==> src/rtl/apb_irq_stim_engine_if.sv <==
// Command stream and APB master bundle for apb_irq_stim_engine.
//   cmd_*   : valid/ready command port (op, addr, data, mask)
//   p*      : APB master signals (engine drives psel/penable/pwrite/paddr/pwdata)
// master modport is the engine side; slave modport is the command source / APB slave side.
interface apb_irq_stim_engine_if #(
  parameter int unsigned ADDR_W = 32,
  parameter int unsigned DATA_W = 32
) ();
  logic              cmd_valid_i;
  logic              cmd_ready_o;
  logic [1:0]        cmd_op_i;
  logic [ADDR_W-1:0] cmd_addr_i;
  logic [DATA_W-1:0] cmd_data_i;
  logic [DATA_W-1:0] cmd_mask_i;
  logic              psel_o;
  logic              penable_o;
  logic              pwrite_o;
  logic [ADDR_W-1:0] paddr_o;
  logic [DATA_W-1:0] pwdata_o;
  logic [DATA_W-1:0] prdata_i;
  logic              pready_i;
  logic              pslverr_i;

  modport master (
    input  cmd_valid_i, cmd_op_i, cmd_addr_i, cmd_data_i, cmd_mask_i,
    input  prdata_i, pready_i, pslverr_i,
    output cmd_ready_o, psel_o, penable_o, pwrite_o, paddr_o, pwdata_o
  );

  modport slave (
    output cmd_valid_i, cmd_op_i, cmd_addr_i, cmd_data_i, cmd_mask_i,
    output prdata_i, pready_i, pslverr_i,
    input  cmd_ready_o, psel_o, penable_o, pwrite_o, paddr_o, pwdata_o
  );
endinterface

==> src/rtl/apb_irq_stim_engine.sv <==
// Stimulus engine for APB slaves with an interrupt output.
// Executes one command at a time: APB write, APB read-with-compare, IRQ pulse, idle wait.
// Ports:
//   pclk, rst_n      : clock, async active-low reset
//   enable_i         : 0 freezes FSM, counters and registered outputs
//   bus (master)     : command stream + APB master
//   irq_trigger_o    : IRQ request pulses
//   interrupt_i      : slave interrupt, edge-counted into irq_count_o
//   rd_valid_o/rd_data_o : read completion strobe and captured prdata
//   clr_stat_i       : clears counters and sticky errors
//   irq_count_o, mismatch_cnt_o, err_timeout_o, err_slverr_o, busy_o : status
module apb_irq_stim_engine #(
  parameter int unsigned ADDR_W      = 32,
  parameter int unsigned DATA_W      = 32,
  parameter int unsigned NUM_IRQ     = 4,
  parameter int unsigned PULSE_W     = 1,
  parameter int unsigned TIMEOUT_CYC = 16,
  parameter int unsigned CNT_W       = 8
) (
  input  logic                pclk,
  input  logic                rst_n,
  input  logic                enable_i,
  apb_irq_stim_engine_if.master bus,
  output logic [NUM_IRQ-1:0]  irq_trigger_o,
  input  logic                interrupt_i,
  output logic                rd_valid_o,
  output logic [DATA_W-1:0]   rd_data_o,
  input  logic                clr_stat_i,
  output logic [CNT_W-1:0]    irq_count_o,
  output logic [CNT_W-1:0]    mismatch_cnt_o,
  output logic                err_timeout_o,
  output logic                err_slverr_o,
  output logic                busy_o
);

  // Shared state timer: ACCESS timeout, PULSE length and WAIT length.
  localparam int unsigned TMR_W = 32;

  typedef enum logic [2:0] {
    S_IDLE   = 3'd0,
    S_SETUP  = 3'd1,
    S_ACCESS = 3'd2,
    S_PULSE  = 3'd3,
    S_WAIT   = 3'd4
  } state_e;

  state_e              r_state;
  state_e              w_state_nxt;
  logic [1:0]          r_op;
  logic [DATA_W-1:0]   r_data;
  logic [DATA_W-1:0]   r_mask;
  logic [TMR_W-1:0]    r_tmr;
  logic                r_psel;
  logic                r_penable;
  logic                r_pwrite;
  logic [ADDR_W-1:0]   r_paddr;
  logic [DATA_W-1:0]   r_pwdata;
  logic [NUM_IRQ-1:0]  r_irq_trig;
  logic                r_rd_valid;
  logic [DATA_W-1:0]   r_rd_data;
  logic                r_irq_d;
  logic [CNT_W-1:0]    r_irq_cnt;
  logic [CNT_W-1:0]    r_mis_cnt;
  logic                r_err_to;
  logic                r_err_slv;

  logic                w_accept;
  logic                w_done;
  logic                w_timeout;
  logic                w_pulse_last;
  logic                w_wait_last;
  logic [15:0]         w_wait_len;
  logic                w_is_rd;
  logic                w_mismatch;
  logic                w_irq_rise;
  logic [TMR_W-1:0]    w_tmr_nxt;
  logic                w_psel_nxt;
  logic                w_penable_nxt;
  logic [NUM_IRQ-1:0]  w_irq_nxt;
  logic                w_rd_valid_nxt;

  // Event decode shared by next-state and output logic.
  assign w_accept     = enable_i && bus.cmd_valid_i && (r_state == S_IDLE);
  assign w_is_rd      = (r_op == 2'b01);
  assign w_done       = (r_state == S_ACCESS) && bus.pready_i;
  assign w_timeout    = (r_state == S_ACCESS) && !bus.pready_i &&
                        (r_tmr == TMR_W'(TIMEOUT_CYC - 1));
  assign w_pulse_last = (r_tmr == TMR_W'(PULSE_W - 1));
  assign w_wait_len   = (r_data[15:0] == 16'd0) ? 16'd1 : r_data[15:0];
  assign w_wait_last  = (r_tmr == (TMR_W'(w_wait_len) - TMR_W'(1)));
  assign w_mismatch   = (((bus.prdata_i ^ r_data) & r_mask) != '0);
  assign w_irq_rise   = interrupt_i && !r_irq_d;

  // Next-state logic.
  always_comb begin
    w_state_nxt = r_state;
    unique case (r_state)
      S_IDLE: begin
        if (w_accept) begin
          unique case (bus.cmd_op_i)
            2'b00, 2'b01: w_state_nxt = S_SETUP;
            2'b10:        w_state_nxt = S_PULSE;
            default:      w_state_nxt = S_WAIT;
          endcase
        end
      end
      S_SETUP:  w_state_nxt = S_ACCESS;
      S_ACCESS: if (bus.pready_i || w_timeout) w_state_nxt = S_IDLE;
      S_PULSE:  if (w_pulse_last) w_state_nxt = S_IDLE;
      S_WAIT:   if (w_wait_last) w_state_nxt = S_IDLE;
      default:  w_state_nxt = S_IDLE;
    endcase
  end

  // Output logic: next values of the registered outputs, decoded from the next state.
  always_comb begin
    w_psel_nxt     = (w_state_nxt == S_SETUP) || (w_state_nxt == S_ACCESS);
    w_penable_nxt  = (w_state_nxt == S_ACCESS);
    w_rd_valid_nxt = w_done && w_is_rd;
    w_irq_nxt      = '0;
    if (w_state_nxt == S_PULSE) begin
      // On the accept cycle the vector is not latched yet.
      w_irq_nxt = w_accept ? bus.cmd_data_i[NUM_IRQ-1:0] : r_data[NUM_IRQ-1:0];
    end
    // Timer restarts on every state change and idles at zero.
    w_tmr_nxt = r_tmr + TMR_W'(1);
    if ((w_state_nxt != r_state) || (r_state == S_IDLE)) begin
      w_tmr_nxt = '0;
    end
  end

  // State register plus registered outputs and status.
  always_ff @(posedge pclk or negedge rst_n) begin
    if (!rst_n) begin
      r_state    <= S_IDLE;
      r_op       <= '0;
      r_data     <= '0;
      r_mask     <= '0;
      r_tmr      <= '0;
      r_psel     <= 1'b0;
      r_penable  <= 1'b0;
      r_pwrite   <= 1'b0;
      r_paddr    <= '0;
      r_pwdata   <= '0;
      r_irq_trig <= '0;
      r_rd_valid <= 1'b0;
      r_rd_data  <= '0;
      r_irq_d    <= 1'b0;
      r_irq_cnt  <= '0;
      r_mis_cnt  <= '0;
      r_err_to   <= 1'b0;
      r_err_slv  <= 1'b0;
    end else if (enable_i) begin
      r_state    <= w_state_nxt;
      r_tmr      <= w_tmr_nxt;
      r_psel     <= w_psel_nxt;
      r_penable  <= w_penable_nxt;
      r_irq_trig <= w_irq_nxt;
      r_rd_valid <= w_rd_valid_nxt;
      r_irq_d    <= interrupt_i;

      if (w_accept) begin
        r_op   <= bus.cmd_op_i;
        r_data <= bus.cmd_data_i;
        r_mask <= bus.cmd_mask_i;
        if (!bus.cmd_op_i[1]) begin
          r_paddr  <= bus.cmd_addr_i;
          r_pwrite <= (bus.cmd_op_i == 2'b00);
          r_pwdata <= (bus.cmd_op_i == 2'b00) ? bus.cmd_data_i : '0;
        end
      end

      if (w_done && w_is_rd) begin
        r_rd_data <= bus.prdata_i;
      end

      // Clear has priority over any same-cycle event.
      if (clr_stat_i) begin
        r_irq_cnt <= '0;
        r_mis_cnt <= '0;
        r_err_to  <= 1'b0;
        r_err_slv <= 1'b0;
      end else begin
        if (w_irq_rise && (r_irq_cnt != {CNT_W{1'b1}})) begin
          r_irq_cnt <= r_irq_cnt + CNT_W'(1);
        end
        if (w_done && w_is_rd && w_mismatch && (r_mis_cnt != {CNT_W{1'b1}})) begin
          r_mis_cnt <= r_mis_cnt + CNT_W'(1);
        end
        if (w_timeout) begin
          r_err_to <= 1'b1;
        end
        if (w_done && bus.pslverr_i) begin
          r_err_slv <= 1'b1;
        end
      end
    end
  end

  assign bus.cmd_ready_o = enable_i && (r_state == S_IDLE);
  assign bus.psel_o      = r_psel;
  assign bus.penable_o   = r_penable;
  assign bus.pwrite_o    = r_pwrite;
  assign bus.paddr_o     = r_paddr;
  assign bus.pwdata_o    = r_pwdata;
  assign irq_trigger_o   = r_irq_trig;
  assign rd_valid_o      = r_rd_valid;
  assign rd_data_o       = r_rd_data;
  assign irq_count_o     = r_irq_cnt;
  assign mismatch_cnt_o  = r_mis_cnt;
  assign err_timeout_o   = r_err_to;
  assign err_slverr_o    = r_err_slv;
  assign busy_o          = (r_state != S_IDLE);

endmodule

==> src/flat_wrapper.sv <==
// flat-port wrapper written by rule: the top's interface ports become plain ports
module apb_irq_stim_engine_flat 
#(
  parameter int unsigned ADDR_W      = 32,
  parameter int unsigned DATA_W      = 32,
  parameter int unsigned NUM_IRQ     = 4,
  parameter int unsigned PULSE_W     = 1,
  parameter int unsigned TIMEOUT_CYC = 16,
  parameter int unsigned CNT_W       = 8
)
  (pclk, rst_n, enable_i, irq_trigger_o, interrupt_i, rd_valid_o, rd_data_o, clr_stat_i, irq_count_o, mismatch_cnt_o, err_timeout_o, err_slverr_o, busy_o, bus_cmd_valid_i, bus_cmd_op_i, bus_cmd_addr_i, bus_cmd_data_i, bus_cmd_mask_i, bus_prdata_i, bus_pready_i, bus_pslverr_i, bus_cmd_ready_o, bus_psel_o, bus_penable_o, bus_pwrite_o, bus_paddr_o, bus_pwdata_o);
  apb_irq_stim_engine_if #(.ADDR_W(ADDR_W), .DATA_W(DATA_W)) bus_i ();
  input  logic pclk;
  input  logic rst_n;
  input  logic enable_i;
  output logic [NUM_IRQ-1:0] irq_trigger_o;
  input  logic interrupt_i;
  output logic rd_valid_o;
  output logic [DATA_W-1:0] rd_data_o;
  input  logic clr_stat_i;
  output logic [CNT_W-1:0] irq_count_o;
  output logic [CNT_W-1:0] mismatch_cnt_o;
  output logic err_timeout_o;
  output logic err_slverr_o;
  output logic busy_o;
  input wire logic [$bits(bus_i.cmd_valid_i)-1:0] bus_cmd_valid_i;
  input wire logic [$bits(bus_i.cmd_op_i)-1:0] bus_cmd_op_i;
  input wire logic [$bits(bus_i.cmd_addr_i)-1:0] bus_cmd_addr_i;
  input wire logic [$bits(bus_i.cmd_data_i)-1:0] bus_cmd_data_i;
  input wire logic [$bits(bus_i.cmd_mask_i)-1:0] bus_cmd_mask_i;
  input wire logic [$bits(bus_i.prdata_i)-1:0] bus_prdata_i;
  input wire logic [$bits(bus_i.pready_i)-1:0] bus_pready_i;
  input wire logic [$bits(bus_i.pslverr_i)-1:0] bus_pslverr_i;
  output wire logic [$bits(bus_i.cmd_ready_o)-1:0] bus_cmd_ready_o;
  output wire logic [$bits(bus_i.psel_o)-1:0] bus_psel_o;
  output wire logic [$bits(bus_i.penable_o)-1:0] bus_penable_o;
  output wire logic [$bits(bus_i.pwrite_o)-1:0] bus_pwrite_o;
  output wire logic [$bits(bus_i.paddr_o)-1:0] bus_paddr_o;
  output wire logic [$bits(bus_i.pwdata_o)-1:0] bus_pwdata_o;
  assign bus_i.cmd_valid_i = bus_cmd_valid_i;
  assign bus_i.cmd_op_i = bus_cmd_op_i;
  assign bus_i.cmd_addr_i = bus_cmd_addr_i;
  assign bus_i.cmd_data_i = bus_cmd_data_i;
  assign bus_i.cmd_mask_i = bus_cmd_mask_i;
  assign bus_i.prdata_i = bus_prdata_i;
  assign bus_i.pready_i = bus_pready_i;
  assign bus_i.pslverr_i = bus_pslverr_i;
  assign bus_cmd_ready_o = bus_i.cmd_ready_o;
  assign bus_psel_o = bus_i.psel_o;
  assign bus_penable_o = bus_i.penable_o;
  assign bus_pwrite_o = bus_i.pwrite_o;
  assign bus_paddr_o = bus_i.paddr_o;
  assign bus_pwdata_o = bus_i.pwdata_o;
  apb_irq_stim_engine #(.ADDR_W(ADDR_W), .DATA_W(DATA_W), .NUM_IRQ(NUM_IRQ), .PULSE_W(PULSE_W), .TIMEOUT_CYC(TIMEOUT_CYC), .CNT_W(CNT_W)) u_core (.pclk(pclk), .rst_n(rst_n), .enable_i(enable_i), .bus(bus_i), .irq_trigger_o(irq_trigger_o), .interrupt_i(interrupt_i), .rd_valid_o(rd_valid_o), .rd_data_o(rd_data_o), .clr_stat_i(clr_stat_i), .irq_count_o(irq_count_o), .mismatch_cnt_o(mismatch_cnt_o), .err_timeout_o(err_timeout_o), .err_slverr_o(err_slverr_o), .busy_o(busy_o));
endmodule
==> config.mk <==
export PLATFORM = sky130hd
export DESIGN_NAME = apb_irq_stim_engine_flat
export DESIGN_NICKNAME = d
export VERILOG_FILES = /design/src/rtl/apb_irq_stim_engine_if.sv /design/src/rtl/apb_irq_stim_engine.sv /design/src/flat_wrapper.sv
export SDC_FILE = /design/constraint.sdc
export NUM_CORES = 1
export LEC_CHECK = 0
export ABC_AREA = 1
export BUFFER_PORTS_ARGS = -buffer_cell sky130_fd_sc_hd__buf_2
export CAP_MARGIN = 20
export CORE_MARGIN = 2
export CORE_UTILIZATION = 49
export DETAILED_ROUTE_END_ITERATION = 8
export GPL_TIMING_DRIVEN = 0
export PLACE_DENSITY = 0.77
export SETUP_SLACK_MARGIN = 0.02
export SYNTH_ARGS = -nofsm -noshare
export SYNTH_HDL_FRONTEND = slang
export SYNTH_SLANG_ARGS = --single-unit
==> constraint.sdc <==
create_clock -name pclk -period 2.4 [get_ports pclk]
set_input_delay 0 -clock pclk [delete_from_list [all_inputs] [get_ports pclk]]
set_output_delay 0 -clock pclk [all_outputs]
set_load 0.1 [all_outputs]
=== Word-level counts from Yosys, hierarchy flattened ===
Index checks and enable logic that the tools add are counted.

* Add/subtract/negate cells: 4
* Equality and inequality tests: 15
* Multiplexer cells: 19
* Bitwise gates (word level): 3
* Reductions and logical operators: 35

{| class="wikitable"
|+ Operator list
! kind !! count
|-
| 2-to-1 mux 32 bit || 2
|-
| adder 32 x 1 -> 32 bit (second input constant) || 1
|-
| bitwise AND 32 bit || 1
|-
| == test 32 bit || 1
|-
| == test 32 x 4 -> 1 bit (second input constant) || 1
|-
| zero test 32 bit || 1
|-
| 2-to-1 mux 8 bit || 4
|-
| nonzero test 32 bit || 1
|-
| XOR 32 bit || 1
|-
| subtractor 16 x 1 -> 17 bit (second input constant) || 1
|-
| adder 8 x 1 -> 8 bit (second input constant) || 2
|-
| zero test 16 bit || 1
|-
| 2-to-1 mux 16 bit || 1
|-
| inequality test 8 bit (second input constant) || 2
|-
| case mux 3 bit (5 select lines) || 1
|-
| == test 3 x 2 -> 1 bit (second input constant) || 4
|-
| logical AND 1 bit || 12
|-
| 2-to-1 mux 3 bit || 4
|-
| AND reduction 2 bit || 6
|-
| 2-to-1 mux 4 bit || 2
|-
| nonzero test 2 bit || 4
|-
| == test 3 x 1 -> 1 bit (second input constant) || 2
|-
| case mux 3 bit (2 select lines) || 1
|-
| == test 2 x 1 -> 1 bit (second input constant) || 2
|-
| other kinds (12) || 18
|}

* Flip-flop bits (word level): 224
* Input bits: 138
* Output and inout bits: 124
* Word-level logic and storage cells: 94

=== Longest topological paths before layout ===
Gate-level depths: netlist of the first run.

* Depth after elaboration: 9
* Mapped depth: 23
* Mapped depth without buffers: 22

=== Worst setup path after synthesis of the first run ===
Ideal clock, no wire load.

* Path type: register to register
* Start point: register u_core.r_state[1]
* End point: register u_core.r_tmr[10]
* Setup time: 0.142 ns
* Arrival: 2.522 ns
* Data required time: 2.258 ns
* Path slack: -0.263 ns
* Stages on the path, launching flop included: 14
* Buffers on the path: 1
* Period minus slack after synthesis: 2.663 ns
* Path through: dfrtp_1 nor3_1 inv_2 nor2_4 nand2_2 nor2_4 nor2_1 nand2_1 o21ai_1 nand2_1 nor2_4 nand2_4 buf_8 a21oi_2

* Longest elaborated chain between the ends: 9
* Elaborated cells on any way between the ends: 17
* Classes of those cells: eq/ne: 5; mux: 6; reduce/logical: 6

{| class="wikitable"
|+ Ends and longest elaborated chain
! item !! line !! text
|-
| from (decl) || apb_irq_stim_engine.sv:47 || <nowiki>state_e r_state;</nowiki>
|-
| from (signal assigned) || apb_irq_stim_engine.sv:154 || <nowiki>r_state <= w_state_nxt;</nowiki>
|-
| == test 3 x 2 -> 1 bit || apb_irq_stim_engine.sv:86, apb_irq_stim_engine.sv:97 ||
|-
| logical AND 1 bit (2 in series) || apb_irq_stim_engine.sv:86 || <nowiki>assign w_timeout = (r_state == S_ACCESS) && !bus.pready_i &&</nowiki>
|-
| logical OR 1 bit || apb_irq_stim_engine.sv:108 || <nowiki>S_ACCESS: if (bus.pready_i || w_timeout) w_state_nxt = S_IDLE;</nowiki>
|-
| 2-to-1 mux 3 bit || apb_irq_stim_engine.sv:108 ||
|-
| case mux 3 bit (5 select lines) || apb_irq_stim_engine.sv:97 || <nowiki>unique case (r_state)</nowiki>
|-
| inequality test 3 bit || apb_irq_stim_engine.sv:127 || <nowiki>if ((w_state_nxt != r_state) || (r_state == S_IDLE)) begin</nowiki>
|-
| logical OR 1 bit (*) || apb_irq_stim_engine.sv:127 ||
|-
| 2-to-1 mux 32 bit (*) || apb_irq_stim_engine.sv:127 ||
|-
| to (signal assigned) || apb_irq_stim_engine.sv:155 || <nowiki>r_tmr <= w_tmr_nxt;</nowiki>
|-
| to (decl) || apb_irq_stim_engine.sv:52 || <nowiki>logic [TMR_W-1:0] r_tmr;</nowiki>
|}

Every way passes the cells marked *; elsewhere a longest branch is shown, timed or not.
A chain may end at the register's enable or synchronous reset.

=== Worst setup path in the final report of the first run ===
* Start point: register u_core.r_data[13]
* End point: register u_core.r_tmr[14]

* Longest elaborated chain between the ends: 9

{| class="wikitable"
|+ Ends and longest elaborated chain
! item !! line !! text
|-
| from (decl) || apb_irq_stim_engine.sv:50 || <nowiki>logic [DATA_W-1:0] r_data;</nowiki>
|-
| from (signal assigned) || apb_irq_stim_engine.sv:164 || <nowiki>r_data <= bus.cmd_data_i;</nowiki>
|-
| zero test 16 bit || apb_irq_stim_engine.sv:89 || <nowiki>assign w_wait_len = (r_data[15:0] == 16'd0) ? 16'd1 : r_data[15:0];</nowiki>
|-
| 2-to-1 mux 16 bit (*) || apb_irq_stim_engine.sv:89 ||
|-
| subtractor 16 x 1 -> 17 bit (*) || apb_irq_stim_engine.sv:90 || <nowiki>assign w_wait_last = (r_tmr == (TMR_W'(w_wait_len) - TMR_W'(1)));</nowiki>
|-
| == test 32 bit (*) || apb_irq_stim_engine.sv:90 ||
|-
| 2-to-1 mux 3 bit (*) || apb_irq_stim_engine.sv:110 || <nowiki>S_WAIT: if (w_wait_last) w_state_nxt = S_IDLE;</nowiki>
|-
| case mux 3 bit (5 select lines) (*) || apb_irq_stim_engine.sv:97 ||
|-
| inequality test 3 bit (*) || apb_irq_stim_engine.sv:127 ||
|-
| logical OR 1 bit (*) || apb_irq_stim_engine.sv:127 ||
|-
| 2-to-1 mux 32 bit (*) || apb_irq_stim_engine.sv:127 ||
|}

Marked as above.

==> results of run 1 <==
## state kept, by name, summed over array words and instances (netlist names), 2 cells and up
| register | cells |
|---|---|
| u_core.r_mask | 32 |
| u_core.irq_count_o | 8 |
| u_core.irq_trigger_o | 4 |
| u_core.r_data | 32 |
| u_core.mismatch_cnt_o | 8 |
| u_core.r_state | 3 |
| u_core.r_op | 2 |
| u_core.rd_data_o | 32 |
| u_core.r_tmr | 32 |
| u_core.bus.paddr_o | 32 |
| u_core.bus.pwdata_o | 32 |
## worst paths after layout
| check | cells after the start | to | start | slack, ns |
|---|---|---|---|---|
| worst max register to register | 23 | u_core.r_tmr[14] | u_core.r_data[13] | -0.34 |
| worst min-delay path | 6 | u_core.err_timeout_o | bus_pready_i | 0.14 |
| worst max-delay path | 23 | u_core.r_tmr[14] | u_core.r_data[13] | -0.34 |
| worst min register to register | 2 | u_core.bus.paddr_o[14] | u_core.bus.paddr_o[14] | 0.47 |
| max in group asynchronous | 4 | u_core.r_data[15] | rst_n | 0.51 |
| min in group asynchronous | 3 | u_core.bus.pwdata_o[16] | rst_n | 0.51 |
## what timing repair did
action / CTS / global route
cloned: 2 / 0
pin swaps: 18 / 22
gates resized for setup: 40 / 24
buffers inserted: 28 / 7
setup endpoints to repair: 33 / 78
hold buffers: 143 / 0
endpoints found under the hold margin: 401 / 0
## cell families (layout without fill, tap and decap cells)
kind of cell    count (synthesis)  after routing
buf+inv                       161            642
other cells                     0              1
simple gates                  667            667
xor+xnor                       37             37
flops                         224            224
compound gates                173            173
fa+ha+maj                       5              5
mux                            25             25
## worst max-delay path: stages (launching register included)
cell and delay [ns]:
dfrtp_2 0.45, nor2_4 0.15, nand2_2 0.08, nor2_4 0.14, nand2_2 0.09, nand2_2 0.08
inv_2 0.05, ha_4 0.18, nand2_8 0.08, buf_6 0.10, nor2_2 0.04, nand2_1 0.08
nand2_2 0.07, nand3_1 0.07, nand2_1 0.05, inv_1 0.05, nand3_1 0.07, nor2_1 0.13
nand3_2 0.12, nand2_2 0.09, nand2_2 0.06, nand2_4 0.14, buf_12 0.16, a21oi_2 0.06
## stage by stage
stage                     setup WS (ns)  std cells  power, mW  cell area, sq um  TNS, ns
after CTS                        -0.328       2049       19.3             15200    -9.03
final                            -0.343       2054       19.6             15200   -10.48
after floorplan                 -0.0894       1292       12.9             10900    -3.85
after global placement            -3.02       1831       14.5             12500  -600.68
after global routing             -0.447       2054       20.4             15200   -13.96
after detailed placement         -0.722       1833       14.7             12600   -22.70
## metal layers
metal | track usage | up-vias | wire (um)
met5 | 0 | - | 0
met4 | 0.123 | 0 | 1430
met3 | 0.0557 | 121 | 2800
met2 | 0.522 | 584 | 18000
met1 | 0.379 | 5296 | 14000
li1 | - | 5051 | -
## cell usage in the layout (no fill, tap or decap), types with 14 or more instances in the layout
cell type and count:
o21ai_0 102, nand4_1 21, nor2_4 14, buf_2 258, nand2_2 18, buf_4 33
nand3_1 52, clkbuf_16 25, a21oi_2 30, dlygate4sd3_1 143, inv_1 115, xor2_1 25
mux2_2 25, nand2_1 435, dfrtp_2 17, a21oi_1 20, nor2_1 82, clkbuf_1 31
dfrtp_1 207
## area by class of cell
class | instances | area (sq um)
fillers | 1508 | 6440
multi-input cells | 907 | 4720
diodes | 1 | 2.50
well taps | 280 | 350
repair buffers | 439 | 3070
clock buffers | 33 | 696
clock inverters | 10 | 82.6
plain buffers | 40 | 230
flip-flops and latches | 224 | 5630
inverters | 120 | 464
## power by group
part | internal [mW] | leakage, nW | switching [mW]
registers | 4.98 | 2.91 | 0.914
logic | 2.34 | 4.60 | 7.71
clock network | 2.14 | 0.392 | 1.56
==> flow_summary.yaml, run 1 <==
outcome:
  outcome: "finished, violations left"
  violations: "setup timing"
synthesis:
  synth.top_cell.area_share: 0.520
  synth_edf_count: 0
  synth_area_sq_um: 10800
  synth_area_leaders: "dfrtp_1, nand2_1, o21ai_0, inv_1, nor2_1"
  synth.most_common_cell: "nand2_1"
  synthSimpleGateAreaFrac: 0.262
  synthXorXnorAreaFrac: 0.0301
  ys_types: 43
  synthesis.nets: 1435
  yosysTopAreaCell: "dfrtp_1"
  yosys-mux-area-fraction: 0.0261
  ys_seq_area_frac: 0.520
  synth_compound_area_frac: 0.0961
  ys_ff_latch: 224
  synth_common_cells: "nand2_1, dfrtp_1, inv_1"
  syn_inst: 1292
  synth-async-reset-ratio: 1.00
  synth_top_family_by_area: "simple AND/OR/NAND/NOR gates"
  synth_adder_area_share: 0.00581
  avgSynthCellArea_sq_um: 8.34
  yosys_most_used_dff: "dfrtp_1"
  ys.warnings.count: 0
clocking:
  cts-root-buf: "clkbuf_16"
  insertion_delay_ns: 0.52
  clock_path_buffers: 3
  path_clk_slew_ns: 0.06
  cts.sinks: 224
  numCtsBuffers: 25
  cts_tree: "built"
  htree_levels: 1
placed_design:
  hpwl_mm: 22.8
  port_buffers: 259
  routabilityCongestion: 0.879
layout:
  utilization: 0.703
  area_delta_synth_final_pct: 41.5
  nets: 1900
  layout-drive-gt1-share: 0.276
routing:
  vias_per_cell: 5.38
  drtAntennaViolNets: 0
  drcViolationCount: 0
  wl_per_cell_um: 17.7
  via_count: 11100
  postRouteWirelength_mm: 36.3
  drtPass1Iterations: 6
  drt_iter0_markers: 831
global_route:
  grt_pass1_vias: 11100
  grtUsageTotal: 0.303
  grt_max_degree: 92
  antenna_found_initial: 1
  grt_remaining_overflow: 0
  grt_pass1_wl_mm: 57.1
sta:
  setup_violations: 33
  finalMaxSlewViolations: 0
  slew_headroom: 0.482
  max_freq_mhz: 365
  clock_skew_ns: 0.0101
  finalHoldViolCount: 0
  worstMarginPinSlew_ns: 0.777
  period_share: 1.14
  period_needed_ns: 2.74
  hold_ws_ns: 0.136
  grt_setup_unrepaired: "true"
  setup_slack_ns: -0.343
power_and_ir_drop:
  vdd_ir_drop_max_v: 0.00135
  leakage_nw: 7.90
  powerDensity_nw_per_um2: 1290
setup_path:
  worst-setup-path-type: "reg -> reg"
  arrival_ns: 3.12
  crit_required_ns: 2.78
  worstSetupEndpointType: "register"
  crit_path_max_fanout: 10
  crit_path_start_kind: "register"
min_path:
  holdCritPathClass: "in -> reg"
run:
  maxCapViolations: 0
floorplanning:
  dieArea_sq_um: 23200
  die_h_um: 152
  fp.dieW_um: 152
  ios: 262
  coreArea_sq_um: 21700
  start_util: 0.497
  row_count: 54
(Power assumes the default switching activity.)
==> run 2, diff against run 1 <==
--- a/config.mk
+++ b/config.mk
@@ -5,14 +5,13 @@
 export SDC_FILE = /design/constraint.sdc
 export NUM_CORES = 1
 export LEC_CHECK = 0
-export ABC_AREA = 1
 export BUFFER_PORTS_ARGS = -buffer_cell sky130_fd_sc_hd__buf_2
 export CAP_MARGIN = 20
 export CORE_MARGIN = 2
-export CORE_UTILIZATION = 49
+export CORE_UTILIZATION = 48
 export DETAILED_ROUTE_END_ITERATION = 8
 export GPL_TIMING_DRIVEN = 0
-export PLACE_DENSITY = 0.77
+export PLACE_DENSITY = 0.76
 export SETUP_SLACK_MARGIN = 0.02
 export SYNTH_ARGS = -nofsm -noshare
 export SYNTH_HDL_FRONTEND = slang
==> flow_summary.yaml, run 2 <==
synthesis:
  synth_common_cells: "dfrtp_1, mux2_2, nand2_1"
  synth_adder_area_share: 0.00605
  synth.top_cell.area_share: 0.542
  synth-async-reset-ratio: 1.00
  synth_compound_area_frac: 0.0677
  avgSynthCellArea_sq_um: 11.6
  synth_area_leaders: "dfrtp_1, mux2_2, xor2_1, xnor2_1, nand2_1"
  synthSimpleGateAreaFrac: 0.134
  synth_area_sq_um: 10300
  syn_inst: 891
  synth_top_family_by_area: "multiplexers"
  ys.warnings.count: 0
  synth_edf_count: 0
  ys_seq_area_frac: 0.542
  yosys-mux-area-fraction: 0.144
  synthesis.nets: 1034
  ys_ff_latch: 224
  synthXorXnorAreaFrac: 0.0793
  yosys_most_used_dff: "dfrtp_1"
  synth.most_common_cell: "dfrtp_1"
  yosysTopAreaCell: "dfrtp_1"
  ys_types: 62
floorplanning:
  row_count: 53
  die_h_um: 151
  dieArea_sq_um: 22700
  coreArea_sq_um: 21100
  start_util: 0.490
  fp.dieW_um: 151
  ios: 262
power_and_ir_drop:
  power_mw: 21.0
  p_clk_frac: 0.174
  leakage_nw: 6.86
  combPwrFrac: 0.523
  intPower_mw: 9.98
  vdd_ir_drop_max_v: 0.00138
  p_sw_frac: 0.526
  powerDensity_nw_per_um2: 1430
  p_sw_mw: 11.1
  seqPwrFrac: 0.303
setup_path:
  slowest_stage: "or4_4"
  arrival_ns: 3.96
  crit_path_frequent_cell: "nor2_1"
  worst-setup-path-type: "reg -> reg"
  crit_path_max_fanout: 10
  cp_slowest_stage_delay_ns: 0.54
  path_buf_inv: 2
  worstSetupEndpointType: "register"
  crit_required_ns: 2.79
  cpLargestDelayFamily: "simple AND/OR/NAND/NOR gates"
  path_cells: "or4_4 > or3_4 > nor4_4 > nor2_1 > ha_2 > xnor2_2 > a2111oi_2 > o211ai_1 > nor4_2 > nand3_2 > a21oi_4 > buf_12 > buf_8 > nor2_1"
  crit_path_start_kind: "register"
clocking:
  path_clk_slew_ns: 0.06
  insertion_delay_ns: 0.52
  cts.sinks: 224
  htree_levels: 1
  cts-root-buf: "clkbuf_16"
  numCtsBuffers: 25
  clock_path_buffers: 3
  cts_tree: "built"
layout:
  utilization: 0.699
  fillCellCount: 1432
  final_common_cell: "buf_2"
  area_delta_synth_final_pct: 42.6
  stdcell_count: 1615
  nets: 1467
  final_cell_mix: "buf_2, dfrtp_1, dlygate4sd3_1"
  layout-drive-gt1-share: 0.392
global_route:
  grtUsageTotal: 0.276
  grt_remaining_overflow: 0
  grt_pass1_vias: 9240
  grt_max_degree: 103
  antenna_found_initial: 0
  grt_pass1_wl_mm: 49.1
run:
  maxCapViolations: 0
sta:
  slew_headroom: 0.482
  finalHoldViolCount: 0
  max_freq_mhz: 280
  setup_violations: 33
  finalMaxSlewViolations: 0
  period_needed_ns: 3.57
  period_share: 1.49
  grt_setup_unrepaired: "true"
  clock_skew_ns: 0.0215
  setup_slack_ns: -1.17
  hold_ws_ns: 0.0203
  worstMarginPinSlew_ns: 0.777
placed_design:
  routabilityCongestion: 0.858
  placed_cells: 1428
  hpwl_mm: 20.8
  port_buffers: 260
routing:
  wl_per_cell_um: 19.8
  drcViolationCount: 0
  drt_iter0_markers: 414
  drtPass1Iterations: 5
  vias_per_cell: 5.47
  via_count: 8837
  postRouteWirelength_mm: 31.9
  drtAntennaViolNets: 0
min_path:
  holdCritPathClass: "in -> async"
outcome:
  violations: "setup timing"
  outcome: "finished, violations left"
## run 2: changes by cell type after synthesis, sizes merged, moves of 19 or more
cell,before,now
xor2,25,60
xnor2,12,31
nand2b,0,34
mux2,25,130
a21oi,50,15
nand3,61,20
nor2,103,66
o21ai,107,41
inv,118,13
nand2,458,63
## run 2: layout make-up
class,count,area [sq um],area share
antenna,2,5.00,0.000340
sequential,224,5620,0.381
timing repair buffer,417,2920,0.198
clock buffer,36,707,0.0480
clock inverter,5,60.1,0.00407
inverter,13,48.8,0.00331
buffer,41,435,0.0295
tap,275,344,0.0233
multi-input combinational,602,4610,0.312
## run 2: cells by family (layout without fill, tap and decap cells)
logic type / count (synthesis) / count (layout)
and+or+nand+nor: 266 / 266
DFF: 224 / 224
muxes: 132 / 132
AOI/OAI and AO/OA: 107 / 107
xor gates and xnor gates: 92 / 92
buffers and inverters: 65 / 512
adders and majority gates: 5 / 5
other: 0 / 2
## run 2: tightest hold or removal path: cells and delay by family
family	cells	cell delay, ns
buffers and inverters	3	0.91
## run 2: metrics by stage
step / TNS, ns / worst slack, ns / area, sq um
finish: -37.32 / -1.17 / 14700
detailed placement: -50.61 / -1.38 / 12300
global route: -42.61 / -1.33 / 14700
CTS: -40.12 / -1.25 / 14600
global placement: -628.79 / -3.02 / 12300
floorplan: -49.40 / -1.09 / 10600
## run 2: worst paths after layout
| check | start | endpoint | slack, ns | cells past startpoint |
|---|---|---|---|---|
| max | u_core.r_data[9] | u_core.r_tmr[18] | -1.17 | 14 |
| min | rst_n | u_core.bus.paddr_o[28] | 0.02 | 3 |
| max reg2reg | u_core.r_data[9] | u_core.r_tmr[18] | -1.17 | 14 |
| min reg2reg | u_core.bus.pwdata_o[9] | u_core.bus.pwdata_o[9] | 0.49 | 2 |
| max in group asynchronous | rst_n | u_core.bus.paddr_o[6] | 1.46 | 4 |
| min in group pclk | bus_cmd_op_i[0] | u_core.bus.pwdata_o[4] | 0.17 | 3 |
## run 2: what timing repair did
| action | CTS | global route |
|---|---|---|
| pin swaps | 7 | 14 |
| hold buffers | 138 | 0 |
| gates cloned | 1 | 1 |
| resized for setup | 8 | 29 |
| buffers inserted | 7 | 9 |
| hold endpoints to repair | 298 | 0 |
| endpoints found under the setup margin | 70 | 63 |
## run 2: metal layers
metal / wire length, um / GRT usage / share of wire / vias up
li1: - / - / - / 3977
met1: 12900 / 0.349 / 0.40 / 4369
met2: 16000 / 0.472 / 0.50 / 396
met3: 1990 / 0.0497 / 0.062 / 95
met4: 1100 / 0.104 / 0.035 / 0
met5: 0 / 0 / 0 / -
## run 2: power by group through the flow
stage                     clock network [mW]  logic [mW]  registers, mW
after global routing                    3.85        11.4           6.52
after detailed placement                   0        10.6           6.13
after floorplan                            0        2.70           12.0
final                                   3.66        11.0           6.37
after global placement                     0        10.5           6.04
after CTS                               3.69        10.9           6.14
